--- src/rtl/level_sequencer_pkg.sv ---
// Shared types and level codes for the memory-game controller.
`default_nettype none

package memory_game_pkg;

   typedef enum logic [2:0] {
      IDLE  = 3'd0,
      SHOW  = 3'd1,
      INPUT = 3'd2,
      CHECK = 3'd3,
      WIN   = 3'd4,
      LOSE  = 3'd5
   } state_t;

   localparam logic [1:0] LEVEL_OFF = 2'b00;
   localparam logic [1:0] LEVEL_1   = 2'b01;
   localparam logic [1:0] LEVEL_2   = 2'b10;
   localparam logic [1:0] LEVEL_3   = 2'b11;

   function automatic int max_int(input int a, input int b);
      return (a > b) ? a : b;
   endfunction

endpackage

`default_nettype wire

--- src/rtl/level_sequencer_if.sv ---
// Player-facing control inputs and display-facing status outputs of the game controller.
`default_nettype none

interface level_sequencer_if;

   logic       start;
   logic       abort;
   logic       answer_valid;
   logic       answer_ok;
   logic [1:0] level;
   logic       show_en;
   logic       input_en;
   logic [1:0] round_idx;
   logic [2:0] lives_left;
   logic       game_won;
   logic       game_over;

   modport master (
      output start, abort, answer_valid, answer_ok,
      input  level, show_en, input_en, round_idx, lives_left, game_won, game_over
   );

   modport slave (
      input  start, abort, answer_valid, answer_ok,
      output level, show_en, input_en, round_idx, lives_left, game_won, game_over
   );

endinterface

`default_nettype wire

--- src/rtl/level_sequencer_phase_timer.sv ---
// Loadable down-counter shared by the pattern-display and player-input phases.
`default_nettype none

module phase_timer #(
   parameter int WIDTH = 8
) (
   input  logic             clk,
   input  logic             reset_n,
   input  logic             load,
   input  logic [WIDTH-1:0] load_value,
   output logic             done
);

   logic [WIDTH-1:0] count;

   always_ff @(posedge clk or negedge reset_n) begin
      if (!reset_n) begin
         count <= '0;
      end else if (load) begin
         count <= load_value;
      end else if (count != '0) begin
         count <= count - 1'b1;
      end
   end

   assign done = (count == '0);

endmodule

`default_nettype wire

--- src/rtl/level_sequencer.sv ---
// Memory-game round/level sequencer: show pattern, accept answer, score, advance or lose lives.
`default_nettype none

module level_sequencer
   import memory_game_pkg::*;
#(
   parameter int ROUNDS_PER_LEVEL = 3,
   parameter int LIVES            = 3,
   parameter int SHOW_CYCLES      = 100000000,
   parameter int INPUT_TIMEOUT    = 500000000
) (
   input  logic               clk,
   input  logic               reset_n,
   level_sequencer_if.slave   bus
);

   localparam int TIMER_MAX = max_int(SHOW_CYCLES, INPUT_TIMEOUT);
   localparam int TW        = $clog2(TIMER_MAX + 1);

   // Timer counts down to zero inclusive, so load N-1 for an N-cycle phase.
   localparam logic [TW-1:0] SHOW_LOAD  = TW'(SHOW_CYCLES - 1);
   localparam logic [TW-1:0] INPUT_LOAD = TW'(INPUT_TIMEOUT - 1);
   localparam logic [1:0]    ROUND_LAST = 2'(ROUNDS_PER_LEVEL - 1);
   localparam logic [2:0]    LIVES_INIT = 3'(LIVES);

   state_t     state, state_nx;
   logic [1:0] level_nx, round_nx;
   logic [2:0] lives_nx;
   logic       ok_q, ok_nx;
   logic       timer_load, timer_done;
   logic [TW-1:0] timer_value;

   phase_timer #(.WIDTH(TW)) u_timer (
      .clk        (clk),
      .reset_n    (reset_n),
      .load       (timer_load),
      .load_value (timer_value),
      .done       (timer_done)
   );

   always_comb begin
      state_nx    = state;
      level_nx    = bus.level;
      round_nx    = bus.round_idx;
      lives_nx    = bus.lives_left;
      ok_nx       = ok_q;
      timer_load  = 1'b0;
      timer_value = SHOW_LOAD;

      if (bus.abort) begin
         state_nx    = IDLE;
         level_nx    = LEVEL_OFF;
         round_nx    = 2'd0;
         lives_nx    = LIVES_INIT;
         ok_nx       = 1'b0;
         timer_load  = 1'b1;
         timer_value = '0;
      end else begin
         case (state)
            IDLE, WIN, LOSE: begin
               if (bus.start) begin
                  state_nx   = SHOW;
                  level_nx   = LEVEL_1;
                  round_nx   = 2'd0;
                  lives_nx   = LIVES_INIT;
                  timer_load = 1'b1;
               end
            end
            SHOW: begin
               if (timer_done) begin
                  state_nx    = INPUT;
                  timer_load  = 1'b1;
                  timer_value = INPUT_LOAD;
               end
            end
            INPUT: begin
               // A real answer on the expiry cycle takes precedence over the timeout.
               if (bus.answer_valid) begin
                  state_nx = CHECK;
                  ok_nx    = bus.answer_ok;
               end else if (timer_done) begin
                  state_nx = CHECK;
                  ok_nx    = 1'b0;
               end
            end
            CHECK: begin
               if (ok_q) begin
                  if (bus.round_idx < ROUND_LAST) begin
                     round_nx   = bus.round_idx + 2'd1;
                     state_nx   = SHOW;
                     timer_load = 1'b1;
                  end else if (bus.level != LEVEL_3) begin
                     level_nx   = bus.level + 2'd1;
                     round_nx   = 2'd0;
                     state_nx   = SHOW;
                     timer_load = 1'b1;
                  end else begin
                     state_nx = WIN;
                  end
               end else if (bus.lives_left > 3'd1) begin
                  lives_nx   = bus.lives_left - 3'd1;
                  state_nx   = SHOW;
                  timer_load = 1'b1;
               end else begin
                  lives_nx = 3'd0;
                  state_nx = LOSE;
               end
            end
            default: state_nx = IDLE;
         endcase
      end
   end

   always_ff @(posedge clk or negedge reset_n) begin
      if (!reset_n) begin
         state          <= IDLE;
         ok_q           <= 1'b0;
         bus.level      <= LEVEL_OFF;
         bus.round_idx  <= 2'd0;
         bus.lives_left <= LIVES_INIT;
         bus.show_en    <= 1'b0;
         bus.input_en   <= 1'b0;
         bus.game_won   <= 1'b0;
         bus.game_over  <= 1'b0;
      end else begin
         state          <= state_nx;
         ok_q           <= ok_nx;
         bus.level      <= level_nx;
         bus.round_idx  <= round_nx;
         bus.lives_left <= lives_nx;
         bus.show_en    <= (state_nx == SHOW);
         bus.input_en   <= (state_nx == INPUT);
         bus.game_won   <= (state_nx == WIN);
         bus.game_over  <= (state_nx == LOSE);
      end
   end

endmodule

`default_nettype wire

--- src/flat_wrapper.sv ---
// flat-port wrapper written by rule: the top's interface ports become plain ports
module level_sequencer_flat import memory_game_pkg::*;
#(
   parameter int ROUNDS_PER_LEVEL = 3,
   parameter int LIVES            = 3,
   parameter int SHOW_CYCLES      = 100000000,
   parameter int INPUT_TIMEOUT    = 500000000
)
  (clk, reset_n, bus_start, bus_abort, bus_answer_valid, bus_answer_ok, bus_level, bus_show_en, bus_input_en, bus_round_idx, bus_lives_left, bus_game_won, bus_game_over);
  level_sequencer_if bus_i ();
  input  logic clk;
  input  logic reset_n;
  input wire logic [$bits(bus_i.start)-1:0] bus_start;
  input wire logic [$bits(bus_i.abort)-1:0] bus_abort;
  input wire logic [$bits(bus_i.answer_valid)-1:0] bus_answer_valid;
  input wire logic [$bits(bus_i.answer_ok)-1:0] bus_answer_ok;
  output wire logic [$bits(bus_i.level)-1:0] bus_level;
  output wire logic [$bits(bus_i.show_en)-1:0] bus_show_en;
  output wire logic [$bits(bus_i.input_en)-1:0] bus_input_en;
  output wire logic [$bits(bus_i.round_idx)-1:0] bus_round_idx;
  output wire logic [$bits(bus_i.lives_left)-1:0] bus_lives_left;
  output wire logic [$bits(bus_i.game_won)-1:0] bus_game_won;
  output wire logic [$bits(bus_i.game_over)-1:0] bus_game_over;
  assign bus_i.start = bus_start;
  assign bus_i.abort = bus_abort;
  assign bus_i.answer_valid = bus_answer_valid;
  assign bus_i.answer_ok = bus_answer_ok;
  assign bus_level = bus_i.level;
  assign bus_show_en = bus_i.show_en;
  assign bus_input_en = bus_i.input_en;
  assign bus_round_idx = bus_i.round_idx;
  assign bus_lives_left = bus_i.lives_left;
  assign bus_game_won = bus_i.game_won;
  assign bus_game_over = bus_i.game_over;
  level_sequencer #(.ROUNDS_PER_LEVEL(ROUNDS_PER_LEVEL), .LIVES(LIVES), .SHOW_CYCLES(SHOW_CYCLES), .INPUT_TIMEOUT(INPUT_TIMEOUT)) u_core (.clk(clk), .reset_n(reset_n), .bus(bus_i));
endmodule
--- config.mk ---
export PLATFORM = sky130hd
export DESIGN_NAME = level_sequencer_flat
export DESIGN_NICKNAME = d
export VERILOG_FILES = /design/src/rtl/level_sequencer_pkg.sv /design/src/rtl/level_sequencer_if.sv /design/src/rtl/level_sequencer_phase_timer.sv /design/src/rtl/level_sequencer.sv /design/src/flat_wrapper.sv
export SDC_FILE = /design/constraint.sdc
export NUM_CORES = 1
export LEC_CHECK = 0
export CAP_MARGIN = 20
export CORE_MARGIN = 1
export CORE_UTILIZATION = 43
export DETAILED_ROUTE_END_ITERATION = 8
export PLACE_DENSITY = 0.69
export SKIP_CTS_REPAIR_TIMING = 1
export SLEW_MARGIN = 0
export SYNTH_ARGS = -nofsm -noshare
export SYNTH_HDL_FRONTEND = slang
export SYNTH_HIERARCHICAL = 1
export SYNTH_SLANG_ARGS = --single-unit
export TNS_END_PERCENT = 1
--- constraint.sdc ---
create_clock -name clk -period 4 [get_ports clk]
set_input_delay 0.8 -clock clk [delete_from_list [all_inputs] [get_ports clk]]
set_output_delay 0.8 -clock clk [all_outputs]
set_load 0.005 [all_outputs]
Yosys cells after proc, flatten, opt, wreduce, memory -nomap -nowiden
Index checks and enable logic that the tools add are counted.
Storage, ports and cells
  register bits: 44
  output and inout bits: 11
Operators by class
  add/subtract/negate cells: 4
  magnitude comparators: 2
  equal/unequal tests: 16
  multiplexer cells: 44
  reductions and logical operators: 12
Operators by type and width (count)
  29-bit 2-to-1 mux: 5
  3-bit 2-to-1 mux: 13
  29-bit zero test: 1
  29-bit nonzero test: 1
  29-bit by 1-bit subtractor with 29-bit output (second input constant): 1
  2-bit 2-to-1 mux: 10
  3-bit == test (second input constant): 4
  3-bit one-hot mux with 4 select lines: 1
  1-bit 2-to-1 mux: 11
  3-bit by 2-bit == test with 1-bit output (second input constant): 3
  3-bit != test (second input constant): 3
  2-bit one-hot mux with 2 select lines: 2
  3-bit by 1-bit == test with 1-bit output (second input constant): 2
  3-bit by 2-bit != test with 1-bit output (second input constant): 2
  3-bit one-hot mux with 2 select lines: 1
  3-bit nonzero test: 2
  5-bit AND reduction: 1
  2-bit by 1-bit adder with 2-bit output (second input constant): 2
  4-bit by 2-bit != test with 1-bit output (second input constant): 1
  4-bit AND reduction: 1
  2-bit nonzero test: 2
  3-bit by 1-bit greater-than comparator with 1-bit output (second input constant): 1
  3-bit zero test: 1
  1-bit one-hot mux with 3 select lines: 1
  6 further kinds: 6

Longest topological paths before layout
Gate-level depths: netlist of run 1.
  word-level depth: 7
  depth in mapped cells: 14
  mapped depth without buffers: 11

Modules after synthesis
Netlist of run 1, hierarchy kept.
Modules (own cells, without submodules)
  phase_timer: instances 1, cells an instance 215, area an instance 1888.1 sq um, sequential area each 725.7 sq um
  level_sequencer: instances 1, cells an instance 98, area an instance 967.2 sq um, sequential area each 377.9 sq um

Least setup slack after synthesis of run 1
No wires, ideal clock.
  kind: flip-flop to flip-flop
  from: register u_core.u_timer.count[0]
  to: register u_core.u_timer.count[19]
  setup time: 0.146 ns
  arrival time: 2.783 ns
  slack: 1.070 ns
  stages on the path, launching flop included: 13
  buffers on the path: 4
  clock period less this slack: 2.930 ns
  cell sequence: dfrtp_1 -> inv_1 -> ha_1 -> nor4b_1 -> nand3_1 -> nor2_1 -> buf_2 -> mux2i_1 -> o211ai_1 -> clkbuf_1 -> clkbuf_1 -> clkbuf_1 -> a221oi_1
Between the ends
  word-level cells in the longest chain between the ends: 5
  elaborated cells on any way between the ends: 12
  classes of those cells: add/sub (1); mux (8); reduce/logical (3)
Ends and longest elaborated chain
  start, declared: RTL line level_sequencer_phase_timer.sv:14  | logic [WIDTH-1:0] count;
  start signal, assigned: RTL line level_sequencer_phase_timer.sv:20  | count <= load_value;
  start signal, assigned: RTL line level_sequencer_phase_timer.sv:22  | count <= count - 1'b1;
  29-bit zero test *: RTL line level_sequencer_phase_timer.sv:26  | assign done = (count == '0);
  net u_core.timer_done: RTL line level_sequencer.sv:30  | logic timer_load, timer_done;
  1-bit 2-to-1 mux *: RTL line level_sequencer.sv:70  | if (timer_done) begin
  1-bit one-hot mux with 3 select lines *: RTL line level_sequencer.sv:59  | case (state)
  1-bit 2-to-1 mux *: RTL line level_sequencer.sv:50  | if (bus.abort) begin
  net u_core.timer_load: RTL line level_sequencer.sv:30
  29-bit 2-to-1 mux or 2-bit nonzero test (tied branches)
Mark *: on every way through the listed nets, which the timed path passes. The rest lies on a longest branch. The select of a mux whose other input is x is not followed.
A chain may end at the register's enable or synchronous reset.

Worst setup path after layout of run 1
  from: register u_core.u_timer.count[25]
  to: register u_core.u_timer.count[27]
The elaborated chain is that of the path after synthesis.

==> implementation parameters, run 1 <==
Parameter                              Value

Layout
  Final Instance Count excl. Fillers ... 410
  Share of layout cells above drive strength 1 ... 11.41%
  Growth of design area from synthesis to finish ... 12.36%
  Multi-input combinational cell area ... 1642 um^2
  Filler cells ... 578
  Layout net count ... 343
  Commonest cells after routing, fill and taps aside ... dfrtp_1, nand2_1, o21ai_0
  Diodes inserted ... 0
  Most common library cell in the layout ignoring fill and taps ... dfrtp_1
  Sequential cell area ... 1104 um^2

Clocking
  CTS root buf ... clkbuf_8
  Number of H-tree levels ... 2
  Worst skew pair latency ... 0.31 ns
  Deepest clock path buffer count ... 2
  Clock Sinks ... 44
  Clock tree from TritonCTS ... done
  CTS clock-pin slew for the worst setup and hold paths ... 0.09 ns
  Number of CTS-inserted buffers ... 5

Status
  Run status ... complete, no violations

Floorplanning
  Die boundary height ... 83.49 um
  Total I/O pin count ... 17
  Die area ... 6970 um^2
  Effective utilization at floorplan ... 44.71%
  Number of placement rows ... 29
  Core Footprint ... 6386 um^2
  Horiz. Die Dim ... 83.49 um

Placed design
  Final weighted congestion in routability-driven placement ... 0.8508
  Total placed cells including tap cells ... 401
  Post-detailed-placement half-perimeter wirelength ... 4.368 mm
  Number of input and output port buffers inserted ... 16

Critical path
  Arrival time reported for the critical path endpoint ... 3.18 ns
  Worst setup path category ... reg2reg
  Maximum fanout count along the critical path ... 16
  Register-to-register path setup slack ... 0.96 ns
  Endpoint kind of the worst setup timing path ... flip-flop
  End of the worst register-to-register path ... u_core/u_timer/count[27]
  Startpoint type of the worst setup path ... flip-flop
  Endpoint required time on the critical path ... 4.15 ns
  R2R depth ... 9
  Critical register-to-register path startpoint ... u_core/u_timer/count[25]

Detailed routing
  Post-detailed-route count of antenna-violating nets ... 0
  Number of DRC markers in iteration 0 ... 148
  DR vias/cell ... 6.090
  Post-route DRC violation count ... 0
  Routed len/inst ... 15.88 um
  Total number of vias ... 2497
  Wire length after detailed routing ... 6.509 mm
  DRT Pass-1 Iters ... 4

STA
  Relative slew margins ... 52.87%
  Achievable Freq ... 329.4 MHz
  Post-route setup TNS ... 0 ns
  Count of final setup violators ... 0
  Min Tclk post-route ... 3.036 ns
  Setup repair after global routing missed its margin ... false
  Final Cycle Share ... 75.90%
  Skew final ... 0.01223 ns
  Max Slew Vio Count ... 0
  Final Hold Violating Endpoints ... 0
  Slew of the pin with the lowest slew margin ... 0.7004 ns

Global routing
  Number of antenna violations at the first check in global routing ... 0
  Wire length of the first global-routing pass ... 11.34 mm
  Global router's overall resource usage ... 19.95%
  Largest net degree at the start of global routing ... 45
  Global-route congestion overflow total ... 0
  Number of global-route vias before repair ... 2375

Yosys
  Sequential area share after synthesis ... 38.65%
  Most frequently used flop master after synthesis ... dfrtp_1
  Number of flops mapped to enable cells by yosys ... 0
  Unique masters post-synth ... 68
  Synth Area per Inst ... 9.122 um^2
  Flops & latches, synth ... 44
  Area fraction of the dominant cell type after synthesis ... 36.81%
  Async SR Flop Fraction ... 100.0%
  Area leader, netlist ... dfrtp_1
  Most area-consuming cells after synthesis ... dfrtp_1, nand2_1, o21ai_0, o31ai_1, ha_1
  Count of mapped cells out of synthesis ... 313
  Warnings, synthesis ... 6
  Post-synth design cell area ... 2855 um^2

Job
  Maxcap violations ... 0

Power
  VDD IR-drop max ... 144.5 uV
  Pleak ... 1.244 nW
  Power density of the placed cells ... 313.8 nW/um^2

Min path
  Worst hold path type ... in2async
==> worst max path at each step <==
| stage | from | to | slack, ns | cells past startpoint |
|---|---|---|---|---|
| 2_1_floorplan | u_core/u_timer/count[0] | u_core/u_timer/count[19] | 1.07 | 12 |
| 3_3_place_gp | u_core/u_timer/count[25] | u_core/u_timer/count[23] | 1.10 | 9 |
| 3_5_place_dp | u_core/u_timer/count[25] | u_core/u_timer/count[25] | 1.02 | 9 |
| 4_1_cts | u_core/u_timer/count[25] | u_core/u_timer/count[27] | 1.01 | 9 |
| 5_1_grt | u_core/u_timer/count[0] | u_core/u_timer/count[26] | 0.75 | 11 |
| 6_report | u_core/u_timer/count[25] | u_core/u_timer/count[27] | 0.96 | 9 |
==> routing by layer <==
layer  vias to the layer above  part of all wire (%)  global-route usage [%]  routed length [um]
li1                       1226                     -                       -                   -
met1                      1222                    48                   28.24                3128
met2                        42                    47                   31.07                3069
met3                         7                   3.4                   2.868                 221
met4                         0                   1.4                   7.550                  90
met5                         -                     0                       0                   0
==> synth_stat cells, drive strengths merged (2+ instances only) <==
cell type,count
o31a,6
buf,7
nand2,32
nand3b,2
o211ai,6
o41a,2
clkbuf,10
o41ai,7
or4,6
dfstp,2
nand3,7
mux2,3
nor2,15
nor3,13
and3,3
ha,5
and4,2
nand4b,2
nand2b,10
and2,4
a31oi,9
inv,12
a21o,2
a221oi,4
o21ai,24
or3,5
xnor2,5
o31ai,10
nor4,10
a22oi,5
a2111oi,2
a21oi,10
dfrtp,42
nor4b,2
nor3b,3
nor2b,3
mux2i,2
nand4,3
==> logic make-up after synthesis <==
logic type / share of synthesized area (%)
other: 0.1313
adder cells (fa/ha/maj): 2.191
AND/OR/NAND/NOR: 26.25
buffers and inverters: 4.513
XOR/XNOR: 1.534
AO/OA/AOI/OAI: 24.85
multiplexers: 1.884
flip-flops: 38.65
==> layout make-up <==
| class | instances | area share, % |
|---|---|---|
| multi-input cells | 245 | 51.17 |
| flip-flops and latches | 44 | 34.40 |
| repair buffers | 24 | 7.098 |
| well taps | 77 | 3.003 |
| clock buffers | 7 | 2.691 |
| inverters | 12 | 1.404 |
| clock inverters | 1 | 0.2340 |
==> worst max-delay path, cell delays in order, from the launching register on <==
cell	delay (ns)
dfrtp_1	0.41
nor4_1	0.64
nand3_1	0.13
buf_4	0.21
nor2_1	0.14
mux2i_1	0.09
o211ai_1	0.24
inv_1	0.31
o21ai_1	0.48
a22oi_1	0.20
==> state kept, by name (all words and copies together), names as in the netlist <==
register / flops
u_core/bus.lives_left: 3
u_core/state: 3
u_core/ok_q: 1
u_core/bus.game_over: 1
u_core/u_timer/count: 29
u_core/bus.show_en: 1
u_core/bus.game_won: 1
u_core/bus.round_idx: 2
u_core/bus.level: 2
u_core/bus.input_en: 1
==> per-stage QoR <==
stage               hold slack, ns  power (mW)  instance area, um^2  util, %  setup slack [ns]
finish                      0.4125       1.007                 3208    50.24            0.9641
global route                0.4434       1.061                 3208    50.24            0.7490
CTS                         0.5415       1.010                 3188    49.92             1.009
detailed placement          0.5287      0.7069                 3094    48.45             1.018
global placement            0.5163      0.7028                 3094    48.45             1.101
floorplan                   0.4953      0.6510                 2874        -             1.070
==> report_power, final <==
| part | switching (mW) | internal, mW |
|---|---|---|
| logic | 0.0960 | 0.0758 |
| clock network | 0.163 | 0.141 |
| registers | 0.0521 | 0.479 |
(Power assumes the default switching activity.)
==> run 2: changes to the inputs <==
--- a/config.mk
+++ b/config.mk
@@ -9,7 +9,7 @@
 export CORE_MARGIN = 1
 export CORE_UTILIZATION = 43
 export DETAILED_ROUTE_END_ITERATION = 8
-export PLACE_DENSITY = 0.69
+export PLACE_DENSITY = 0.71
 export SKIP_CTS_REPAIR_TIMING = 1
 export SLEW_MARGIN = 0
 export SYNTH_ARGS = -nofsm -noshare
==> constraint.sdc (replaced) <==
create_clock -name clk -period 2.7 [get_ports clk]
set_input_delay 0.54 -clock clk [delete_from_list [all_inputs] [get_ports clk]]
set_output_delay 0.54 -clock clk [all_outputs]
set_load 0.005 [all_outputs]
==> run 2 against run 1 <==
Net effect: first-iteration DRC count grew 2.7%; total power grew 50%; final area rose by 3.6%; routed wire length grew 4.4%; sequential share of layout area down 1.2 points; largest power group unchanged; via count is 1.2% higher; worst hold slack worse by 0.11 ns; clock skew fell by 0.0021 ns; sequential cell count is the same; register-to-register slack got worse by 0.85 ns; fmax is 18% higher.
==> implementation parameters, run 2 (synthesis gave the netlist of run 1 again) <==
Parameter                              Value

Status
  Run status ... complete, no violations

Critical path
  R2R depth ... 9 (unchanged)
  Endpoint kind of the worst setup timing path ... flip-flop
  Endpoint required time on the critical path ... 2.91 ns (-1.24 ns)
  Startpoint type of the worst setup path ... flip-flop
  Worst setup path category ... reg2reg
  Sequence of cells on the critical path ... ha_1 > o21ba_1 > o31a_1 > nand2_1 > o211ai_1 > buf_4 > buf_4 > or3_2 > o31ai_1
  Maximum fanout count along the critical path ... 21 (+5)
  Kind of cell adding the most delay to the critical path ... compound AO/OA/AOI/OAI gates
  Stages on worst setup path ... 9 (unchanged)
  Cell with the largest stage delay on the worst path ... dfstp_2
  Bufs and invs on worst path ... 2 (unchanged)
  Delay contributed by the slowest stage of the critical path ... 0.58 ns (-0.06 ns)
  Arrival time reported for the critical path endpoint ... 2.79 ns (-0.39 ns)
  CP dominant cell by count ... buf_4

Power
  Sequential share of power ... 51.8% (-0.9 points)
  Switching Fraction ... 30.72% (-0.23 points)
  Int Pwr ... 1.050 mW (+51%)
  Clock power frac ... 29.4% (-0.8 points)
  Pleak ... 1.321 nW (+6.2%)
  Power density of the placed cells ... 455.7 nW/um^2 (+45%)
  VDD IR-drop max ... 270.1 uV (+87%)
  Combinational share of power ... 18.7% (+1.6 points)
  Net switching power of the design ... 465.4 uW (+49%)
  Overall Power ... 1.515 mW (+50%)

STA
  Relative slew margins ... 62.83% (+10 points)
  Min Tclk post-route ... 2.581 ns (-0.4550 ns)
  Final Hold Violating Endpoints ... 0 (unchanged)
  Max Slew Vio Count ... 0 (unchanged)
  Achievable Freq ... 387.5 MHz (+18%)
  Skew final ... 0.01008 ns (-0.002149 ns)
  Slew of the pin with the lowest slew margin ... 0.5575 ns (-0.1429 ns)
  Count of final setup violators ... 0 (unchanged)
  Final Cycle Share ... 95.59% (+20 points)
  Setup repair after global routing missed its margin ... true

Floorplanning
  Effective utilization at floorplan ... 44.71% (unchanged)
  Horiz. Die Dim ... 83.49 um (unchanged)
  Total I/O pin count ... 17 (unchanged)
  Number of placement rows ... 29 (unchanged)
  Core Footprint ... 6386 um^2 (unchanged)
  Die area ... 6970 um^2 (unchanged)
  Die boundary height ... 83.49 um (unchanged)

Global routing
  Number of global-route vias before repair ... 2521 (+6.1%)
  Global-route congestion overflow total ... 0 (unchanged)
  Number of antenna violations at the first check in global routing ... 0 (unchanged)
  Largest net degree at the start of global routing ... 45 (unchanged)
  Wire length of the first global-routing pass ... 11.87 mm (+4.7%)
  Global router's overall resource usage ... 20.81% (+0.86 points)

Clocking
  CTS clock-pin slew for the worst setup and hold paths ... 0.09 ns (about the same)
  Clock Sinks ... 44 (unchanged)
  Number of H-tree levels ... 2 (unchanged)
  Worst skew pair latency ... 0.31 ns (about the same)
  Number of CTS-inserted buffers ... 5 (unchanged)
  Deepest clock path buffer count ... 2 (unchanged)
  CTS root buf ... clkbuf_8
  Clock tree from TritonCTS ... done

Layout
  Most common library cell in the layout ignoring fill and taps ... dfrtp_1
  Commonest cells after routing, fill and taps aside ... dfrtp_1, nand2_1, buf_4
  Filler cells ... 609 (+5.4%)
  Layout net count ... 359 (+4.7%)
  Number of flip-flops in the largest register ... 29 (unchanged)
  Post-route core utilization ... 52.06% (+1.8 points)
  Biggest regs ... u_core/u_timer/count (29), u_core/bus.lives_left (3), u_core/state (3)
  Top register by number of flip-flops ... u_core/u_timer/count
  Share of layout cells above drive strength 1 ... 16.05% (+4.6 points)
  Growth of design area from synthesis to finish ... 16.43%
  Final Instance Count excl. Fillers ... 426 (+3.9%)
  Diodes inserted ... 0 (unchanged)

Detailed routing
  Total number of vias ... 2528 (+1.2%)
  Routed len/inst ... 15.96 um (+0.50%)
  Post-detailed-route count of antenna-violating nets ... 0 (unchanged)
  DRT Pass-1 Iters ... 4 (unchanged)
  Post-route DRC violation count ... 0 (unchanged)
  Number of DRC markers in iteration 0 ... 152 (+2.7%)
  Wire length after detailed routing ... 6.797 mm (+4.4%)
  DR vias/cell ... 5.934 (-2.6%)

Placed design
  Final weighted congestion in routability-driven placement ... 0.8203 (-3.6%)
  Number of input and output port buffers inserted ... 16 (unchanged)
  Post-detailed-placement half-perimeter wirelength ... 4.752 mm (+8.8%)
  Total placed cells including tap cells ... 418 (+4.2%)

Job
  Maxcap violations ... 0 (unchanged)

Min path
  Worst hold path type ... in2async
run 2: per-layer routing:
layer	GRT usage (%)	part of all wire (%)
met3	3.462	4.0
met1	28.22	47
met4	8.783	1.7
met2	33.08	47
met5	0	0
run 2: cell type report:
cell class / instances / area, um^2 / area share, %
flip-flops and latches: 44 / 1104 / 33.20
inverters: 12 / 45.04 / 1.355
well taps: 77 / 96.34 / 2.898
repair buffers: 40 / 335.3 / 10.09
clock inverters: 1 / 7.507 / 0.2258
clock buffers: 7 / 86.33 / 2.597
multi-input cells: 245 / 1650 / 49.64
run 2: path summary, 6_finish.rpt:
check | start | end | slack [ns]
max in group asynchronous | reset_n | u_core/bus.lives_left[0] | 2.01
worst max register to register | u_core/bus.lives_left[0] | u_core/u_timer/count[12] | 0.12
min in group clk | u_core/bus.round_idx[0] | u_core/bus.round_idx[1] | 0.55
worst max-delay path | u_core/bus.lives_left[0] | u_core/u_timer/count[12] | 0.12
worst min register to register | u_core/bus.round_idx[0] | u_core/bus.round_idx[1] | 0.55
worst min-delay path | reset_n | u_core/u_timer/count[3] | 0.30
run 2: metrics by stage:
stage | worst slack (ns) | hold slack [ns] | setup TNS (ns) | area [um^2]
after global placement | 0.2037 | 0.5160 | 0 | 3224
after floorplan | 0.04624 | 0.2444 | 0 | 2885
after global routing | -0.04271 | 0.3775 | -0.1095 | 3324
after CTS | 0.1319 | 0.3296 | 0 | 3318
after detailed placement | 0.1210 | 0.5384 | 0 | 3224
final | 0.1191 | 0.3042 | 0 | 3324
run 2: power groups by stage:
stage	clock [mW]	combinational, mW	sequential, mW
after floorplan	0	0.191	0.775
after global placement	0	0.274	0.793
after detailed placement	0	0.281	0.796
after CTS	0.459	0.282	0.783
after global routing	0.472	0.319	0.797
final	0.446	0.284	0.785
==> run 3: changes to the inputs <==
--- a/config.mk
+++ b/config.mk
@@ -16,4 +16,4 @@
 export SYNTH_HDL_FRONTEND = slang
 export SYNTH_HIERARCHICAL = 1
 export SYNTH_SLANG_ARGS = --single-unit
-export TNS_END_PERCENT = 1
+export TNS_END_PERCENT = 10
==> results of run 3 <==
The final DEF is identical to that of run 2; final timing and power are the same.
